$ cat config.mk
export PLATFORM = sky130hd
export DESIGN_NAME = alu_reg_unit
export DESIGN_NICKNAME = d
export VERILOG_FILES = /design/src/rtl/alu_reg_unit.sv
export SDC_FILE = /design/constraint.sdc
export NUM_CORES = 1
export LEC_CHECK = 0
export CORE_MARGIN = 1
export CORE_UTILIZATION = 45
export DETAILED_ROUTE_END_ITERATION = 7
export HOLD_SLACK_MARGIN = 0.1
export PLACE_DENSITY = 0.83
export RECOVER_POWER = 50
export SYNTH_ARGS = -nofsm -noshare
export SYNTH_HDL_FRONTEND = slang
export SYNTH_SLANG_ARGS = --single-unit
$ cat constraint.sdc
create_clock -name clk -period 6.06 [get_ports clk]
set_input_delay 1.212 -clock clk [delete_from_list [all_inputs] [get_ports clk]]
set_output_delay 1.212 -clock clk [all_outputs]
set_load 0.05 [all_outputs]
$ cat src/rtl/alu_reg_unit.sv
// ---------------------------------------------------------------------------
// alu_reg_unit
//
// Purpose:
//   Accumulator/ALU slice of the CPU datapath. It holds two independent
//   sub-units behind one module boundary:
//     - a purely combinational 8-function ALU (oc, a, b -> f)
//     - a clocked multi-function register (clear, load, inc, dec, shifts)
//   The ALU and the register are not connected inside this module. The
//   datapath around it wires them together.
//
// Parameters:
//   WIDTH  - width of the ALU operands/result and of the register (default 4)
//
// Ports:
//   clk    in   1      system clock, register updates on the rising edge
//   rst_n  in   1      asynchronous active-low reset, clears the register
//   oc     in   3      ALU opcode
//   a, b   in   WIDTH  ALU operands
//   f      out  WIDTH  ALU result (combinational)
//   z, c   out  1      ALU zero / carry-borrow flags (only with ALU_FLAGS_EN)
//   cl     in   1      register synchronous clear (highest priority)
//   ld     in   1      register parallel load of 'in'
//   in     in   WIDTH  register parallel load data
//   inc    in   1      register increment (wraps)
//   dec    in   1      register decrement (wraps)
//   sr     in   1      register shift right, 'ir' enters the MSB
//   ir     in   1      serial input for shift right
//   sl     in   1      register shift left, 'il' enters the LSB
//   il     in   1      serial input for shift left
//   out    out  WIDTH  register contents
//
// Configuration:
//   ALU_FLAGS_EN - when defined, adds the combinational z and c flag outputs.
// ---------------------------------------------------------------------------
module alu_reg_unit #(
    parameter int WIDTH = 4
) (
    input  logic             clk,
    input  logic             rst_n,
    input  logic [2:0]       oc,
    input  logic [WIDTH-1:0] a,
    input  logic [WIDTH-1:0] b,
    output logic [WIDTH-1:0] f,
`ifdef ALU_FLAGS_EN
    output logic             z,
    output logic             c,
`endif
    input  logic             cl,
    input  logic             ld,
    input  logic [WIDTH-1:0] in,
    input  logic             inc,
    input  logic             dec,
    input  logic             sr,
    input  logic             ir,
    input  logic             sl,
    input  logic             il,
    output logic [WIDTH-1:0] out
);

    // Opcode encodings of the ALU.
    typedef enum logic [2:0] {
        OP_ADD = 3'b000,
        OP_SUB = 3'b001,
        OP_MUL = 3'b010,
        OP_DIV = 3'b011,
        OP_NOT = 3'b100,
        OP_XOR = 3'b101,
        OP_OR  = 3'b110,
        OP_AND = 3'b111
    } aluOp_e;

    logic [WIDTH-1:0] aluSum;
    logic [WIDTH-1:0] aluDiff;
    logic [WIDTH-1:0] aluProd;
    logic [WIDTH-1:0] aluQuot;
    logic [WIDTH-1:0] aluResult;

    logic [WIDTH-1:0] acc_q;
    logic [WIDTH-1:0] acc_d;

    // Arithmetic terms are all computed at WIDTH bits, so the modulo-2^WIDTH
    // wrap falls out of the operator widths. Division by zero is steered to
    // all ones so the result is never X.
    always_comb begin
        aluSum  = a + b;
        aluDiff = a - b;
        aluProd = a * b;
        aluQuot = '1;
        if (b != '0) begin
            aluQuot = a / b;
        end
    end

    // Opcode select of the combinational ALU result.
    always_comb begin
        aluResult = '0;
        case (aluOp_e'(oc))
            OP_ADD:  aluResult = aluSum;
            OP_SUB:  aluResult = aluDiff;
            OP_MUL:  aluResult = aluProd;
            OP_DIV:  aluResult = aluQuot;
            OP_NOT:  aluResult = ~a;
            OP_XOR:  aluResult = a ^ b;
            OP_OR:   aluResult = a | b;
            OP_AND:  aluResult = a & b;
            default: aluResult = '0;
        endcase
    end

    assign f = aluResult;

`ifdef ALU_FLAGS_EN
    // A WIDTH-bit sum that came out smaller than an operand must have
    // wrapped, which is exactly a carry out. Subtraction borrows when a < b.
    always_comb begin
        z = (aluResult == '0);
        c = 1'b0;
        if (aluOp_e'(oc) == OP_ADD) begin
            c = (aluSum < a);
        end else if (aluOp_e'(oc) == OP_SUB) begin
            c = (a < b);
        end
    end
`endif

    // Next-state of the register: a strict priority chain, so exactly one
    // action takes effect and every lower-priority control is ignored.
    always_comb begin
        acc_d = acc_q;
        if (cl) begin
            acc_d = '0;
        end else if (ld) begin
            acc_d = in;
        end else if (inc) begin
            acc_d = acc_q + 1'b1;
        end else if (dec) begin
            acc_d = acc_q - 1'b1;
        end else if (sr) begin
            acc_d = {ir, acc_q[WIDTH-1:1]};
        end else if (sl) begin
            acc_d = {acc_q[WIDTH-2:0], il};
        end
    end

    // Register state. Reset is asynchronous and clears it immediately.
    always_ff @(posedge clk or negedge rst_n) begin
        if (!rst_n) begin
            acc_q <= '0;
        end else begin
            acc_q <= acc_d;
        end
    end

    assign out = acc_q;

endmodule

* Yosys cells after proc, flatten, opt, wreduce, memory -nomap -nowiden
Cells that the tools add are included.
Word-level totals: register bits after elaboration 4, output and inout port bits 8
Operators by class: $add $sub $neg 4, multipliers 1, div/mod/pow operators 1, equal/unequal tests 7, muxes and demuxes 8, bitwise gates (word level) 4, reduce and logical (&&, ||, !) cells 3
Operators with widths (number):
- one-hot mux 4 bit (8 select lines) | 1
- 2-to-1 mux 4 bit | 7
- == test 3 bit (second input constant) | 4
- == test 3 x 2 -> 1 bit (second input constant) | 2
- nonzero test 6 bit | 1
- adder 4 x 1 -> 4 bit (second input constant) | 1
- adder 4 bit | 1
- AND 4 bit | 1
- divider 4 x 4 -> 4 bit | 1
- multiplier 4 x 4 -> 4 bit | 1
- inverter 4 bit | 1
- bitwise OR 4 bit | 1
- nonzero test 4 bit | 1
- subtractor 4 x 1 -> 4 bit (second input constant) | 1
- subtractor 4 bit | 1
- XOR 4 bit | 1
- == test 3 x 1 -> 1 bit (second input constant) | 1
- logical NOT 3 bit | 1

* Depth between registers and ports, before layout
depth in word-level cells 6, depth in mapped cells 21, gate-level depth less buffers 21

* Worst setup path before layout
OpenSTA, ideal clock, no wires.
kind input -> output, from in b[0], to out f[0], data arrival time 5.024 ns, data required time 4.848 ns, setup slack -0.176 ns, stages 16, path buffers 0, cells stage by stage inv_1 > ha_1 > a21oi_1 > ha_1 > o21a_1 > o21ai_1 > mux2_2 > ha_1 > o21ai_1 > a21oi_1 > mux2_2 > ha_1 > o21ai_0 > nand2b_1 > a2111oi_0 > o221ai_1
Between the ends: word-level cells in the longest chain between the ends 3
RTL lines:
- start: declaration | line 43 | input logic [WIDTH-1:0] b,
- divider 4 x 4 -> 4 bit / nonzero test 4 bit (equally long branches) | line 91, 90
- 2-to-1 mux 4 bit | line 90 | if (b != '0) begin
- one-hot mux 4 bit (8 select lines) * | line 98 | case (aluOp_e'(oc))
- end: declaration | line 44 | output logic [WIDTH-1:0] f,
Mark *: on every way between the ends. The rest lies on a longest branch, timed or not.

* Final worst setup path
from in b[1], to out f[0]
Between the ends: word-level cells in the longest chain between the ends 3
RTL lines (line):
- divider 4 x 4 -> 4 bit / nonzero test 4 bit (equally long branches) | 91, 90
- 2-to-1 mux 4 bit * | 90
- one-hot mux 4 bit (8 select lines) * | 98
Marked as above.

==> results.txt <==
Max-cap violations in this run came to 0. The static leakage is 0.000985 uW. The area of the multi-input gates came out at 1370 um2.

Power spread over the standard cell area amounts to 128 nW/um2. The buffer levels on the longest clock path came out at 2. The checks that failed: negative setup slack.

The required time of the worst setup path is 4850 ps. The global-route wire length before repair came out at 6800 um. The pin count of the biggest net entering global routing came out at 18. The detailed router finished its first iteration with 73 violations. The data arrival time of the worst path is 4910 ps. The number of synthesized register bits is 4.

Summed over all instances, the cell type with the most area after synthesis is sky130_fd_sc_hd__ha_1. The number of vias per cell came out at 5.39. The setup TNS after final layout came out at -60.7 ps. The number of different library cells in the post-synthesis netlist is 40.

The fraction of the core area covered by cells at the end of the flow came out at 68.6%. The worst setup path is captured at an output pin. The number of failing hold endpoints at the final stage came out at 0.

The routability congestion estimate is 0.895. The number of placed I/O pins is 33. The most instantiated library cell after synthesis is sky130_fd_sc_hd__ha_1. The share of post-route cells with drive strength above 1 is 22.4%. The aggregate global routing overflow is 0. Ranked by total cell area, the synthesized netlist is headed by sky130_fd_sc_hd__ha_1 27%, sky130_fd_sc_hd__dfrtp_1 7.0%, sky130_fd_sc_hd__xnor2_1 5.5%.

The flip-flop and latch area came out at 100 um2. The row count came out at 20. The worst setup path is of the in -> out kind. The number of nets with antenna violations after routing is 0.

Counting I/O delays and the setup requirement, the final critical path takes 6120 ps. Measured along the x axis, the die boundary spans 58.5 um. The growth of design area from synthesis to finish came out at 45.8%. The core region area is 3050 um2. The cell area after technology mapping is 1440 um2. The final worst-path cycle share is 101%. The mean area per synthesized cell came out at 7.49 um2. The highest net fanout along the worst path came out at 5. The worst hold path belongs to the class reg -> reg. The total nets after synthesis is 249. The die height is 58.5 um. The peak supply drop came out at 0.0678 mV. The run finished, with violations left. The placed wire-length estimate after detailed placement came out at 3010 um. The commonest register cell after synthesis is sky130_fd_sc_hd__dfrtp_1. The final layout contains routed wiring with a total length of 4120 um. TritonCTS built the clock tree. Across every metal layer, demand over resource in global routing totals 25.4%. Once routing completed, OpenROAD measured the worst setup slack at -60.7 ps.

The number of search-and-repair iterations in the first detailed-routing pass is 4. The average wire per standard cell is 14.5 um. The share of synthesized flip-flops with an asynchronous set or reset is 100%. The overall via count from detail_route came out at 1536. The sequential share of the synthesized area is 6.96%. The transition time at the pin with the least slew margin came out at 531 ps. The number of failing setup endpoints in the final timing report is 1. STA classifies the critical path startpoint as a primary input. The worst setup slack before clock tree synthesis came out at -516 ps. For this design, the sink count on the clock tree is 4. The worst clock skew came out at 1.56 ps. The later-pin clock latency in the skew report is 230 ps.

Counting instances in the post-synthesis netlist gives the leading cell types as 31 x sky130_fd_sc_hd__ha_1, 20 x sky130_fd_sc_hd__nor2_1, 19 x sky130_fd_sc_hd__nand2_1. Yosys mapped a number of flops with a built-in enable equal to 0. Clock-pin slew was measured on the worst setup and hold paths at 40 ps. The number of slew-limit violations in the final report is 0. The tightest slew margin relative to the limit came out at 63.7%. For this run, the number of Yosys warnings is 0.

The antenna diode instance count is 0. The clock buffer count from CTS came out at 3. The number of filler cells placed in the layout came out at 244. The minimum hold slack is 678 ps. Setup repair after global routing could not meet its margin everywhere.

The maximum clock frequency is 0.163 GHz. The number of global-route vias before repair came out at 1515. The count of input and output buffers is 32. The initial antenna violation count was 0. The initial core utilization came out at 47.1%.

The remaining routing DRC violations is 0. The power after layout is 269 uW. The number of nets at the end of the flow came out at 300. The number of flip-flops in the largest register came out at 4. The count of H-tree levels built during CTS came out at 1. The number of instances in the synthesized netlist is 192. In this run the biggest area consumer among cell types represents 27.0% of the synthesized area.

The cell sitting at the root of the clock tree is a sky130_fd_sc_hd__clkbuf_4. The die outline area came out at 3420 um2.
-- per-layer routing --
layer	up-vias	wire length, um	global-route usage [%]
met1	701	1840	32.3
met4	0	63	8.84
met5	-	0	0
li1	784	-	-
met2	45	2070	44.7
met3	6	149	2.64
-- cells by family (layout without fill, tap and decap cells) --
| kind of cell | after synthesis | after routing | synth area share [%] |
|---|---|---|---|
| compound gates | 50 | 50 | 23.8 |
| xor+xnor | 11 | 11 | 7.66 |
| fa+ha+maj | 32 | 32 | 28.4 |
| buf+inv | 25 | 74 | 6.61 |
| flops | 4 | 4 | 6.96 |
| mux | 8 | 8 | 6.70 |
| simple gates | 62 | 62 | 19.9 |
-- timing repair --
| item | 4_1_cts | 5_1_grt |
|---|---|---|
| resized for setup | 26 | 12 |
| hold buffers | 0 | 0 |
| pin swaps | 8 | 10 |
| endpoints found under the setup margin | 1 | 1 |
| setup buffers | 3 | 3 |
| endpoints found under the hold margin | 0 | 0 |
-- power breakdown --
group	switching [uW]	total [uW]	internal, uW
Combinational	104	204	99.5
Clock	9.49	31.5	22.1
Sequential	5.16	34.2	29.0
-- layout make-up --
cell class	instances	share of cell area, %
sequential	4	4.78
timing repair buffer	55	23.5
inverter	16	2.87
clock buffer	3	1.07
tap	44	2.63
multi-input combinational	163	65.1
-- stage by stage --
| stage | instance area (um2) | instances |
|---|---|---|
| 2_1_floorplan | 1450 | 192 |
| 3_3_place_gp | 1930 | 276 |
| 3_5_place_dp | 1930 | 276 |
| 4_1_cts | 2070 | 282 |
| 5_1_grt | 2100 | 285 |
| 6_report | 2100 | 285 |
-- critical path: stages --
cell                        delay (ps)
sky130_fd_sc_hd__buf_2             140
sky130_fd_sc_hd__nor3_4            280
sky130_fd_sc_hd__a21oi_4            90
sky130_fd_sc_hd__a21oi_2           140
sky130_fd_sc_hd__ha_1              270
sky130_fd_sc_hd__o21a_1            140
sky130_fd_sc_hd__o21ai_2           160
sky130_fd_sc_hd__buf_4             140
sky130_fd_sc_hd__mux2_4            310
sky130_fd_sc_hd__ha_4              280
sky130_fd_sc_hd__o21ai_2            70
sky130_fd_sc_hd__a21oi_4           210
sky130_fd_sc_hd__nor2_1             60
sky130_fd_sc_hd__a21oi_1           130
sky130_fd_sc_hd__ha_1              250
sky130_fd_sc_hd__a21boi_1          130
sky130_fd_sc_hd__o21ai_1           110
sky130_fd_sc_hd__nand2b_1          110
sky130_fd_sc_hd__a2111oi_4         360
sky130_fd_sc_hd__o221ai_2          140
sky130_fd_sc_hd__buf_6             170
-- cells in the final DEF, fill, tap and decap left out, types with 4 or more instances in the layout --
master / instances
sky130_fd_sc_hd__clkbuf_2: 4
sky130_fd_sc_hd__o21ai_0: 10
sky130_fd_sc_hd__buf_4: 22
sky130_fd_sc_hd__dfrtp_1: 4
sky130_fd_sc_hd__clkdlybuf4s50_1: 20
sky130_fd_sc_hd__xnor2_1: 9
sky130_fd_sc_hd__nor2_1: 20
sky130_fd_sc_hd__nand2_1: 19
sky130_fd_sc_hd__nand3_1: 4
sky130_fd_sc_hd__inv_1: 15
sky130_fd_sc_hd__dlygate4sd3_1: 4
sky130_fd_sc_hd__mux2i_1: 4
sky130_fd_sc_hd__a21oi_1: 6
sky130_fd_sc_hd__nand2b_1: 7
sky130_fd_sc_hd__ha_1: 28
-- path summary, 6_finish.rpt --
check	startpoint	to	slack, ps	cells past startpoint
max	b[1]	f[0]	-60	21
min	out[3]$_DFFE_PN0P_	out[3]$_DFFE_PN0P_	680	1
max reg2reg	out[0]$_DFFE_PN0P_	out[2]$_DFFE_PN0P_	4240	6
min reg2reg	out[3]$_DFFE_PN0P_	out[3]$_DFFE_PN0P_	680	1
max in group asynchronous	rst_n	out[0]$_DFFE_PN0P_	4640	1
min in group asynchronous	rst_n	out[3]$_DFFE_PN0P_	1250	1
(Power assumes the default switching activity.)
